## src/rtl/pcap_capture_qwriter_if.sv

```systemverilog
// Ingress AXI-Stream plus memory write-request bundle of the pcap capture writer.
interface pcap_capture_qwriter_if #(
  parameter int DATA_WIDTH  = 256,
  parameter int TUSER_WIDTH = 128,
  parameter int ADDR_WIDTH  = 19
);
  logic [DATA_WIDTH-1:0]   s_axis_tdata;
  logic [DATA_WIDTH/8-1:0] s_axis_tstrb;
  logic [TUSER_WIDTH-1:0]  s_axis_tuser;
  logic                    s_axis_tvalid;
  logic                    s_axis_tlast;
  logic                    s_axis_tready;

  logic                    mem_wr_valid;
  logic                    mem_wr_ready;
  logic [ADDR_WIDTH-1:0]   mem_wr_addr;
  logic [DATA_WIDTH-1:0]   mem_wr_data;
  logic [DATA_WIDTH/8-1:0] mem_wr_strb;
  logic                    mem_wr_sop;
  logic                    mem_wr_last;

  // Environment side: packet source upstream, memory downstream.
  modport master (
    output s_axis_tdata, s_axis_tstrb, s_axis_tuser, s_axis_tvalid, s_axis_tlast,
    input  s_axis_tready,
    input  mem_wr_valid, mem_wr_addr, mem_wr_data, mem_wr_strb, mem_wr_sop, mem_wr_last,
    output mem_wr_ready
  );

  // Writer side.
  modport slave (
    input  s_axis_tdata, s_axis_tstrb, s_axis_tuser, s_axis_tvalid, s_axis_tlast,
    output s_axis_tready,
    output mem_wr_valid, mem_wr_addr, mem_wr_data, mem_wr_strb, mem_wr_sop, mem_wr_last,
    input  mem_wr_ready
  );
endinterface

```

## src/rtl/pcap_capture_qwriter.sv

```systemverilog
// Write side of the per-queue pcap replay memory: admits whole packets into a
// queue region selected from the tuser source-port field and publishes a
// committed write pointer per queue for the replay reader.
module pcap_capture_qwriter #(
  parameter int C_S_AXIS_DATA_WIDTH  = 256,
  parameter int C_S_AXIS_TUSER_WIDTH = 128,
  parameter int C_SRC_PORT_WIDTH     = 8,
  parameter int C_TUSER_SRC_PORT_POS = 24,
  parameter int C_NUM_QUEUES         = 4,
  parameter int QDR_ADDR_WIDTH       = 19,
  parameter int C_MAX_PKT_BEATS      = 64
) (
  input  logic                                     axi_aclk,
  input  logic                                     axi_aresetn,
  input  logic                                     sw_rst,
  pcap_capture_qwriter_if.slave                    bus,
  input  logic [C_NUM_QUEUES-1:0]                  enable_q,
  input  logic [C_NUM_QUEUES*QDR_ADDR_WIDTH-1:0]   mem_ad_low,
  input  logic [C_NUM_QUEUES*QDR_ADDR_WIDTH-1:0]   mem_ad_high,
  output logic [C_NUM_QUEUES*QDR_ADDR_WIDTH-1:0]   commit_ptr,
  output logic [C_NUM_QUEUES-1:0]                  q_full,
  output logic [C_NUM_QUEUES*32-1:0]               pkt_count,
  output logic [31:0]                              drop_count
);
  localparam int NQ = C_NUM_QUEUES;
  localparam int QA = QDR_ADDR_WIDTH;
  localparam int QW = (NQ > 1) ? $clog2(NQ) : 1;
  localparam logic [QA:0] MAX_BEATS = (QA+1)'(C_MAX_PKT_BEATS);
  localparam logic [QA:0] ONE_W     = (QA+1)'(1);

  typedef enum logic [1:0] {ST_IDLE, ST_WRITE, ST_DROP} state_e;

  state_e          state_q, state_d;
  logic [QW-1:0]   q_sel_q, q_sel_d;
  logic            sop_q, sop_d;
  logic [QA-1:0]   wr_ptr_q [NQ];
  logic [QA-1:0]   wr_ptr_d [NQ];
  logic [QA-1:0]   commit_q [NQ];
  logic [QA-1:0]   commit_d [NQ];
  logic [31:0]     pkt_q    [NQ];
  logic [31:0]     pkt_d    [NQ];
  logic [31:0]     drop_q, drop_d;
  logic [NQ-1:0]   q_full_q, q_full_d;

  logic [QA-1:0]               ad_low  [NQ];
  logic [QA-1:0]               ad_high [NQ];
  logic [C_SRC_PORT_WIDTH-1:0] src_port;
  logic                        sel_found;
  logic [QW-1:0]               sel_idx;
  logic [QA:0]                 room;
  logic                        space_ok;
  logic                        tready_c;
  logic                        wr_valid_c;
  logic                        accept;
  logic                        unused_tuser;

  function automatic logic [31:0] sat_inc(input logic [31:0] v);
    return (v == '1) ? v : v + 32'd1;
  endfunction

  // Unpack bounds, pick the lowest queue flagged in the source-port field and test its free space.
  always_comb begin
    for (int i = 0; i < NQ; i++) begin
      ad_low[i]  = mem_ad_low[i*QA +: QA];
      ad_high[i] = mem_ad_high[i*QA +: QA];
    end
    src_port  = bus.s_axis_tuser[C_TUSER_SRC_PORT_POS +: C_SRC_PORT_WIDTH];
    sel_found = 1'b0;
    sel_idx   = '0;
    // Walk downward so the lowest flagged queue is the one left standing.
    for (int i = NQ - 1; i >= 0; i--) begin
      if (src_port[2*i] || src_port[2*i+1]) begin
        sel_found = 1'b1;
        sel_idx   = QW'(i);
      end
    end
    // One extra bit catches high < wr_ptr (including low > high) as a borrow.
    room     = {1'b0, ad_high[sel_idx]} - {1'b0, wr_ptr_q[sel_idx]};
    space_ok = !room[QA] && ((room + ONE_W) >= MAX_BEATS);
  end

  // Packet FSM, beat pass-through, pointer/counter updates and pointer reloads.
  always_comb begin
    // NOTE: every variable gets a default here so no path can leave one unassigned and infer a latch.
    state_d    = state_q;
    q_sel_d    = q_sel_q;
    sop_d      = sop_q;
    wr_ptr_d   = wr_ptr_q;
    commit_d   = commit_q;
    pkt_d      = pkt_q;
    drop_d     = drop_q;
    q_full_d   = q_full_q;
    tready_c   = 1'b0;
    wr_valid_c = 1'b0;
    accept     = 1'b0;

    unique case (state_q)
      ST_IDLE: begin
        // Decision cycle only; the first beat stays on the bus until WRITE or DROP.
        if (!sw_rst && bus.s_axis_tvalid) begin
          if (sel_found && enable_q[sel_idx] && space_ok) begin
            state_d = ST_WRITE;
            q_sel_d = sel_idx;
            sop_d   = 1'b1;
          end else begin
            state_d = ST_DROP;
            drop_d  = sat_inc(drop_q);
            if (sel_found && enable_q[sel_idx]) q_full_d[sel_idx] = 1'b1;
          end
        end
      end
      ST_WRITE: begin
        if (sw_rst) begin
          // Abandon the packet: nothing more is written and nothing is committed.
          tready_c = 1'b1;
          state_d  = (bus.s_axis_tvalid && bus.s_axis_tlast) ? ST_IDLE : ST_DROP;
        end else begin
          wr_valid_c = bus.s_axis_tvalid;
          tready_c   = bus.mem_wr_ready;
          accept     = bus.s_axis_tvalid && bus.mem_wr_ready;
          if (accept) begin
            wr_ptr_d[q_sel_q] = wr_ptr_q[q_sel_q] + 1'b1;
            sop_d             = 1'b0;
            if (bus.s_axis_tlast) begin
              commit_d[q_sel_q] = wr_ptr_q[q_sel_q] + 1'b1;
              pkt_d[q_sel_q]    = sat_inc(pkt_q[q_sel_q]);
              state_d           = ST_IDLE;
            end
          end
        end
      end
      ST_DROP: begin
        tready_c = 1'b1;
        if (bus.s_axis_tvalid && bus.s_axis_tlast) state_d = ST_IDLE;
      end
      default: state_d = ST_IDLE;
    endcase

    // A disabled queue tracks its low bound, except the queue finishing a packet in WRITE.
    for (int i = 0; i < NQ; i++) begin
      if (sw_rst || (!enable_q[i] && !(state_q == ST_WRITE && q_sel_q == QW'(i)))) begin
        wr_ptr_d[i] = ad_low[i];
        commit_d[i] = ad_low[i];
        q_full_d[i] = 1'b0;
      end
    end
    if (sw_rst) begin
      for (int i = 0; i < NQ; i++) pkt_d[i] = '0;
      drop_d = '0;
    end
  end

  // State, pointer and counter registers.
  always_ff @(posedge axi_aclk or negedge axi_aresetn) begin
    if (!axi_aresetn) begin
      state_q  <= ST_IDLE;
      q_sel_q  <= '0;
      sop_q    <= 1'b0;
      drop_q   <= '0;
      q_full_q <= '0;
      for (int i = 0; i < NQ; i++) begin
        wr_ptr_q[i] <= '0;
        commit_q[i] <= '0;
        pkt_q[i]    <= '0;
      end
    end else begin
      // NOTE: state is updated with non-blocking assignments so every flop samples pre-edge values.
      state_q  <= state_d;
      q_sel_q  <= q_sel_d;
      sop_q    <= sop_d;
      drop_q   <= drop_d;
      q_full_q <= q_full_d;
      wr_ptr_q <= wr_ptr_d;
      commit_q <= commit_d;
      pkt_q    <= pkt_d;
    end
  end

  assign bus.s_axis_tready = tready_c;
  assign bus.mem_wr_valid  = wr_valid_c;
  assign bus.mem_wr_addr   = wr_ptr_q[q_sel_q];
  assign bus.mem_wr_data   = bus.s_axis_tdata;
  assign bus.mem_wr_strb   = bus.s_axis_tstrb;
  assign bus.mem_wr_sop    = sop_q;
  assign bus.mem_wr_last   = bus.s_axis_tlast;

  // Only the source-port field of tuser is meaningful to this block.
  assign unused_tuser = ^bus.s_axis_tuser;

  genvar g;
  generate
    for (g = 0; g < NQ; g++) begin : g_out
      assign commit_ptr[g*QA +: QA] = commit_q[g];
      assign pkt_count[g*32 +: 32]  = pkt_q[g];
    end
  endgenerate

  assign q_full     = q_full_q;
  assign drop_count = drop_q;

endmodule
```

## src/flat_wrapper.sv

```systemverilog
// flat-port wrapper written by rule: the top's interface ports become plain ports
module pcap_capture_qwriter_flat 
#(
  parameter int C_S_AXIS_DATA_WIDTH  = 256,
  parameter int C_S_AXIS_TUSER_WIDTH = 128,
  parameter int C_SRC_PORT_WIDTH     = 8,
  parameter int C_TUSER_SRC_PORT_POS = 24,
  parameter int C_NUM_QUEUES         = 4,
  parameter int QDR_ADDR_WIDTH       = 19,
  parameter int C_MAX_PKT_BEATS      = 64
)
  (axi_aclk, axi_aresetn, sw_rst, enable_q, mem_ad_low, mem_ad_high, commit_ptr, q_full, pkt_count, drop_count, bus_s_axis_tdata, bus_s_axis_tstrb, bus_s_axis_tuser, bus_s_axis_tvalid, bus_s_axis_tlast, bus_s_axis_tready, bus_mem_wr_valid, bus_mem_wr_addr, bus_mem_wr_data, bus_mem_wr_strb, bus_mem_wr_sop, bus_mem_wr_last, bus_mem_wr_ready);
  pcap_capture_qwriter_if bus_i ();
  input  logic axi_aclk;
  input  logic axi_aresetn;
  input  logic sw_rst;
  input  logic [C_NUM_QUEUES-1:0] enable_q;
  input  logic [C_NUM_QUEUES*QDR_ADDR_WIDTH-1:0] mem_ad_low;
  input  logic [C_NUM_QUEUES*QDR_ADDR_WIDTH-1:0] mem_ad_high;
  output logic [C_NUM_QUEUES*QDR_ADDR_WIDTH-1:0] commit_ptr;
  output logic [C_NUM_QUEUES-1:0] q_full;
  output logic [C_NUM_QUEUES*32-1:0] pkt_count;
  output logic [31:0] drop_count;
  input wire logic [$bits(bus_i.s_axis_tdata)-1:0] bus_s_axis_tdata;
  input wire logic [$bits(bus_i.s_axis_tstrb)-1:0] bus_s_axis_tstrb;
  input wire logic [$bits(bus_i.s_axis_tuser)-1:0] bus_s_axis_tuser;
  input wire logic [$bits(bus_i.s_axis_tvalid)-1:0] bus_s_axis_tvalid;
  input wire logic [$bits(bus_i.s_axis_tlast)-1:0] bus_s_axis_tlast;
  output wire logic [$bits(bus_i.s_axis_tready)-1:0] bus_s_axis_tready;
  output wire logic [$bits(bus_i.mem_wr_valid)-1:0] bus_mem_wr_valid;
  output wire logic [$bits(bus_i.mem_wr_addr)-1:0] bus_mem_wr_addr;
  output wire logic [$bits(bus_i.mem_wr_data)-1:0] bus_mem_wr_data;
  output wire logic [$bits(bus_i.mem_wr_strb)-1:0] bus_mem_wr_strb;
  output wire logic [$bits(bus_i.mem_wr_sop)-1:0] bus_mem_wr_sop;
  output wire logic [$bits(bus_i.mem_wr_last)-1:0] bus_mem_wr_last;
  input wire logic [$bits(bus_i.mem_wr_ready)-1:0] bus_mem_wr_ready;
  assign bus_i.s_axis_tdata = bus_s_axis_tdata;
  assign bus_i.s_axis_tstrb = bus_s_axis_tstrb;
  assign bus_i.s_axis_tuser = bus_s_axis_tuser;
  assign bus_i.s_axis_tvalid = bus_s_axis_tvalid;
  assign bus_i.s_axis_tlast = bus_s_axis_tlast;
  assign bus_s_axis_tready = bus_i.s_axis_tready;
  assign bus_mem_wr_valid = bus_i.mem_wr_valid;
  assign bus_mem_wr_addr = bus_i.mem_wr_addr;
  assign bus_mem_wr_data = bus_i.mem_wr_data;
  assign bus_mem_wr_strb = bus_i.mem_wr_strb;
  assign bus_mem_wr_sop = bus_i.mem_wr_sop;
  assign bus_mem_wr_last = bus_i.mem_wr_last;
  assign bus_i.mem_wr_ready = bus_mem_wr_ready;
  pcap_capture_qwriter #(.C_S_AXIS_DATA_WIDTH(C_S_AXIS_DATA_WIDTH), .C_S_AXIS_TUSER_WIDTH(C_S_AXIS_TUSER_WIDTH), .C_SRC_PORT_WIDTH(C_SRC_PORT_WIDTH), .C_TUSER_SRC_PORT_POS(C_TUSER_SRC_PORT_POS), .C_NUM_QUEUES(C_NUM_QUEUES), .QDR_ADDR_WIDTH(QDR_ADDR_WIDTH), .C_MAX_PKT_BEATS(C_MAX_PKT_BEATS)) u_core (.axi_aclk(axi_aclk), .axi_aresetn(axi_aresetn), .sw_rst(sw_rst), .bus(bus_i), .enable_q(enable_q), .mem_ad_low(mem_ad_low), .mem_ad_high(mem_ad_high), .commit_ptr(commit_ptr), .q_full(q_full), .pkt_count(pkt_count), .drop_count(drop_count));
endmodule
```

## config.mk

```make
export PLATFORM = sky130hd
export DESIGN_NAME = pcap_capture_qwriter_flat
export DESIGN_NICKNAME = d
export VERILOG_FILES = /design/src/rtl/pcap_capture_qwriter_if.sv /design/src/rtl/pcap_capture_qwriter.sv /design/src/flat_wrapper.sv
export SDC_FILE = /design/constraint.sdc
export NUM_CORES = 1
export LEC_CHECK = 0
export CAP_MARGIN = 20
export CORE_AREA = 2 2 444 446
export CTS_BUF_LIST = sky130_fd_sc_hd__clkbuf_4 sky130_fd_sc_hd__clkbuf_8
export CTS_CLUSTER_DIAMETER = 50
export DETAILED_ROUTE_END_ITERATION = 10
export DIE_AREA = 0 0 446 448
export GPL_TIMING_DRIVEN = 0
export PLACE_DENSITY = 0.34
export SYNTH_ARGS = -nofsm -noshare
export SYNTH_HDL_FRONTEND = slang
export SYNTH_SLANG_ARGS = --single-unit
```

## constraint.sdc

```tcl
create_clock -name axi_aclk -period 5.8 [get_ports axi_aclk]
set_clock_uncertainty 0.15 [all_clocks]
set_input_delay 1.74 -clock axi_aclk [delete_from_list [all_inputs] [get_ports axi_aclk]]
set_output_delay 1.74 -clock axi_aclk [all_outputs]
set_load 0.01 [all_outputs]
```

# Yosys cells after proc, flatten, opt, wreduce, memory -nomap -nowiden
# Cells that the tools add are included.
# Widths: inputs -> output; s select.
# classes
n_addsub	5
magnitude_cmp	6
n_eq_ne	24
muxes	81
bitwise	3
reduce_logical	83
# ops
cell	n
$mux 76	7
$mux 128	4
$mux 32	9
$mux 19	15
$bwmux 76	2
$bwmux 128	1
$bmux 19 s2	3
$add 32x1->32 const B	2
$bmux 32 s2	1
$demux 32 s2	1
$eq 32x32->1 const B	2
$reduce_bool 2->1	30
$reduce_and 4->1	10
$demux 19 s2	1
$mux 2	11
$add 20x1->20 const B	1
$ge 20x7->1 const B	1
$sub 19x19->20	1
$add 19x1->19 const B	1
$reduce_and 3->1	6
$mux 1	17
$logic_and 1x1->1	16
$mux 4	4
$ne 2x1->1 const B	8
19 further kinds	48
# word_totals
reg_bits	321
out_inout_bits	551
word_cells	222

# Longest topological paths before layout
# depth
ltp_word	18
mapped_depth	20

# Least setup slack after synthesis
# OpenSTA, ideal clock, no wires.
# synth_timing
kind	in2reg
startpoint	input port bus_s_axis_tuser[27]
endpoint	register u_core.drop_q[21] (netlist: u_core.drop_count[21])
setup_time_ps	128
arrival_ps	6145
required_ps	5522
setup_slack_ps	-623
path_stages	19
path_cell_list	nor2_1 > nand2_1 > or2_2 > clkbuf_1 > o22ai_1 > nor3_1 > ha_1 > fa_1 > nand2b_1 > a211oi_1 > o211ai_1 > nand2_1 > xor2_1 > or4_4 > nor4b_4 > o21ai_2 > buf_6 > nor4_1 > mux2_1
# synth_via
elab_chain_len	14
word_cells_on_any_way	23
classes_between	add/sub: 2; order compare: 1; eq/ne: 1; mux: 12; bitwise: 1; reduce/logical: 6
# synth_lines
element	line_no	text
start: declaration	flat_wrapper.sv:26	input wire logic [$bits(bus_i.s_axis_tuser)-1:0] bus_s_axis_tuser;
$logic_or 1x1->1 *	pcap_capture_qwriter.sv:72	if (src_port[2*i] || src_port[2*i+1]) begin
$mux 2 (2 in a row)	pcap_capture_qwriter.sv:72	
$not 2->3 (not written as such)	pcap_capture_qwriter.sv:78	room = {1'b0, ad_high[sel_idx]} - {1'b0, wr_ptr_q[sel_idx]};
$bmux 19 s2	pcap_capture_qwriter.sv:78	
$mux 19 (not written as such) (2 in a row)	pcap_capture_qwriter.sv:78	
$sub 19x19->20	pcap_capture_qwriter.sv:78	
$add 20x1->20	pcap_capture_qwriter.sv:79	space_ok = !room[QA] && ((room + ONE_W) >= MAX_BEATS);
$ge 20x7->1	pcap_capture_qwriter.sv:79	
$logic_and 1x1->1	pcap_capture_qwriter.sv:79	
$logic_and 1x1->1 *	pcap_capture_qwriter.sv:101	if (sel_found && enable_q[sel_idx] && space_ok) begin
$ne 2x2->1 (no source line) *	--	
$reduce_and 4->1 (no source line) *	--	
end signal: assignment	pcap_capture_qwriter.sv:171	drop_q <= drop_d;
end: declaration	pcap_capture_qwriter.sv:42	logic [31:0] drop_q, drop_d;
# Mark *: on every way between the ends. The rest lies on a longest branch, timed or not. The select of a mux whose other input is x is not followed.
# A chain may end at the register's enable or synchronous reset.

# Final worst setup path
# layout_timing
startpoint	input port bus_s_axis_tuser[25]
endpoint	register u_core.drop_q[18] (netlist: u_core.drop_count[18])
# layout_via
elab_chain_len	13
word_cells_on_any_way	21
classes_between	add/sub: 2; order compare: 1; eq/ne: 1; mux: 10; bitwise: 1; reduce/logical: 6
# layout_lines
element	line_no
$logic_or 1x1->1 *	pcap_capture_qwriter.sv:72
$mux 2	pcap_capture_qwriter.sv:72
$not 2->3 (not written as such)	pcap_capture_qwriter.sv:78
$bmux 19 s2	pcap_capture_qwriter.sv:78
$mux 19 (not written as such) (2 in a row)	pcap_capture_qwriter.sv:78
$sub 19x19->20	pcap_capture_qwriter.sv:78
$add 20x1->20	pcap_capture_qwriter.sv:79
$ge 20x7->1	pcap_capture_qwriter.sv:79
$logic_and 1x1->1	pcap_capture_qwriter.sv:79
$logic_and 1x1->1 *	pcap_capture_qwriter.sv:101
$ne 2x2->1 (no source line) *	--
$reduce_and 4->1 (no source line) *	--
# Marked as above.

==> flow_metrics.env <==
export IMPL_hp_class="register to register"
export IMPL_cts_buffer_depth=3
export IMPL_cp_start_kind="input port"
export IMPL_cpLargestDelayFamily="compound AO/OA/AOI/OAI gates"
export IMPL_drtPass1Iterations=8
export IMPL_area_delta_synth_final_pct=69.1
export IMPL_cts_buffers=81
export IMPL_status="finished, final reports clean"
export IMPL_clock_latency_ps=790
export IMPL_die_h_um=448
export IMPL_place_gp_congestion=0.826
export IMPL_cts_tree="yes"
export IMPL_crit_chain="clkdlybuf4s15_2 -> nor2_4 -> buf_4 -> nand3_2 -> clkbuf_8 -> o22a_1 -> o221ai_4 -> ha_4 -> a21o_1 -> a21oi_4 -> nand2_2 -> a311oi_4 -> xnor2_1 -> or4_4 -> nor4b_4 -> buf_6 -> o21ai_4 -> buf_8 -> buf_4 -> o31ai_1 -> a21oi_2"
export IMPL_htreeDepth=3
export IMPL_initial_core_util_pct=10.3
export IMPL_hold_buffers=0
export IMPL_final_setup_viol_count=0
export IMPL_drv_slew=0
export IMPL_netlist_instances=2205
export IMPL_cpMostUsedCell="buf_4"
export IMPL_die_area_um2=200000
export IMPL_tightest_slew_ps=1250
export IMPL_crit_fanout=10
export IMPL_route_vias_total=20900
export IMPL_drt_iter0_drc=1412
export IMPL_path_class="input port to register"
export IMPL_hpwl_mm=112
export IMPL_final_common_cell="clkdlybuf4s50_1"
export IMPL_fin_nets=3658
export IMPL_core_um2=195000
export IMPL_vias_per_cell=3.69
export IMPL_crit_path_end_kind="register"
export IMPL_synth_seq_cells=321
export IMPL_combPwrFrac_pct=36.5
export IMPL_p_sw_mw=3.42
export IMPL_ys_async_sr_fraction_pct=100
export IMPL_yosysSeqAreaShare_pct=40.3
export IMPL_fmax_mhz=174
export IMPL_relSlewSlack_pct=16.5
export IMPL_mostFrequentLayoutCells="clkdlybuf4s50_1 (707), nand2_1 (353), buf_4 (325)"
export IMPL_grt_ovfl_total=0
export IMPL_whs_ps=329
export IMPL_ir_worst_vdd_mv=0.121
export IMPL_pin_count=1129
export IMPL_grt_pass1_wl_mm=180
export IMPL_switching_share_pct=37.6
export IMPL_rows=162
export IMPL_grt_pass1_vias=20700
export IMPL_root_buffer="clkbuf_8"
export IMPL_post_drt_wl_per_cell_um=24.2
export IMPL_cp_arrival_ps=6200
export IMPL_setup_tns_ps=0
export IMPL_utilization_pct=17.3
export IMPL_antenna_found_initial=43
export IMPL_required_ps=6260
export IMPL_grt_max_degree=89
export IMPL_cts_clk_slew_worst_paths_ps=50
export IMPL_max_stage_delay_ps=500
export IMPL_port_buffers=717
export IMPL_die_w_um=446
export IMPL_clkPwrFrac_pct=35.7
export IMPL_synth_area_per_cell_um2=9.05
export IMPL_cp_slowest_cell="or4_4"
export IMPL_seqPwrFrac_pct=27.8
export IMPL_p_leak_nw=12.8
export IMPL_grt_setup_unrepaired="true"
export IMPL_min_period_ps=5740
export IMPL_synth_distinct_cells=71
export IMPL_drtAntennaViolNets=0
export IMPL_maxCapViolations=0
export IMPL_syn_area_um2=19900
export IMPL_cp_num_buf_inv=6
export IMPL_grt_usage_pct=13.1
export IMPL_routed_wl_mm=137
export IMPL_drive_above_1_share_pct=23.2
export IMPL_synth_nets=2809
export IMPL_synth_edf_count=0
export IMPL_synth_main_ff_cell="dfrtp_1"
export IMPL_synth_warnings=0
export IMPL_nFillCells=21800
export IMPL_fin_crit_sh_pct=99.0
export IMPL_p_int_mw=5.68
export IMPL_power_density_nw_per_um2=270
export IMPL_hold_violations=0
export IMPL_route_detailed_drc=0
export IMPL_clkSinkCount=321
per-layer routing:
metal,part of all wire (%),GRT usage [%]
met2,53,24.3
met3,6.2,2.81
met4,3.8,5.04
met1,37,14.5
met5,0.076,0
through the flow:
stage | cells | setup slack [ps] | instance area, um2 | power, mW
CTS | 5647 | 2.03 | 33300 | 9.20
finish | 5657 | 58.6 | 33700 | 9.10
global route | 5655 | -85.0 | 33700 | 9.53
floorplan | 2205 | 23.0 | 20100 | 3.88
global placement | 5464 | -14310 | 30400 | 5.59
detailed placement | 5481 | -2440 | 30700 | 5.66
logic make-up (layout without fill, tap and decap cells):
group,after synthesis,after routing,share of synthesized area [%]
compound gates,597,597,18.7
xor+xnor,65,65,2.85
fa+ha+maj,26,26,1.67
buf+inv,435,1338,13.9
flops,321,321,40.3
mux,81,81,7.38
other cells,0,7,0
simple gates,680,680,15.3
power by group through the flow:
stage	logic (mW)	clock network (mW)	registers [mW]
final	3.32	3.25	2.53
after global routing	3.51	3.48	2.54
after CTS	3.30	3.38	2.52
after detailed placement	3.11	0	2.55
after global placement	3.03	0	2.55
after floorplan	1.35	0	2.53
state kept, by name (all words and copies together), names as in the netlist:
register and flops:
u_core.commit_ptr 76, u_core.state_q 2, u_core.q_full 4, u_core.q_sel_q 2, u_core.bus.mem_wr_sop 1, u_core.drop_count 32, u_core.wr_ptr_q 76, u_core.pkt_count 128
synth_stat cells (17+ instances only):
library cell,count,area (um2)
nand2_1,362,1360
dfrtp_1,321,8030
buf_4,291,2180
o21ai_0,237,1190
a21oi_1,124,621
nor2_1,117,439
clkbuf_1,99,372
mux4_2,51,1150
nand3_1,49,245
xnor2_1,34,298
nor3_1,32,160
xor2_1,31,272
o31ai_1,26,195
ha_1,25,313
inv_1,24,90.1
or4_1,23,173
a22o_1,21,184
o31a_1,21,184
and3_1,19,119
o22a_1,19,166
a31oi_1,18,113
o221ai_1,18,158
a21boi_0,17,128
a222oi_1,17,170
repair_timing:
item,4_1_cts,5_1_grt
endpoints found under the hold margin,0,0
buffers inserted,29,3
pin swaps,36,61
cloned,2,0
setup endpoints to repair,64,39
resized for setup,147,95
area by class of cell:
cell class	instances	area, um2	share of cell area, %
multi-input cells	1449	10100	29.9
flip-flops and latches	321	8030	23.8
repair buffers	769	7720	22.9
well taps	2542	3180	9.43
plain buffers	408	2800	8.30
clock buffers	108	1390	4.11
clock inverters	29	423	1.25
inverters	24	90.1	0.267
diodes	7	17.5	0.0519
final timing paths:
| kind | start | endpoint | slack, ps | depth (start not counted) |
|---|---|---|---|---|
| worst max-delay path | bus_s_axis_tuser[25] | u_core.drop_count[18]$_DFFE_PN0P_ | 60 | 21 |
| worst min-delay path | u_core.commit_ptr[58]$_DFFE_PN0P_ | u_core.commit_ptr[58]$_DFFE_PN0P_ | 330 | 1 |
| worst max register to register | u_core.q_sel_q[1]$_DFFE_PN0P_ | u_core.commit_ptr[14]$_DFFE_PN0P_ | 780 | 14 |
| worst min register to register | u_core.commit_ptr[58]$_DFFE_PN0P_ | u_core.commit_ptr[58]$_DFFE_PN0P_ | 330 | 1 |
| max in group asynchronous | axi_aresetn | u_core.commit_ptr[64]$_DFFE_PN0P_ | 3200 | 3 |
| min in group asynchronous | axi_aresetn | u_core.pkt_count[60]$_DFFE_PN0P_ | 800 | 1 |
No activity file was read; power rests on OpenSTA's default activity.
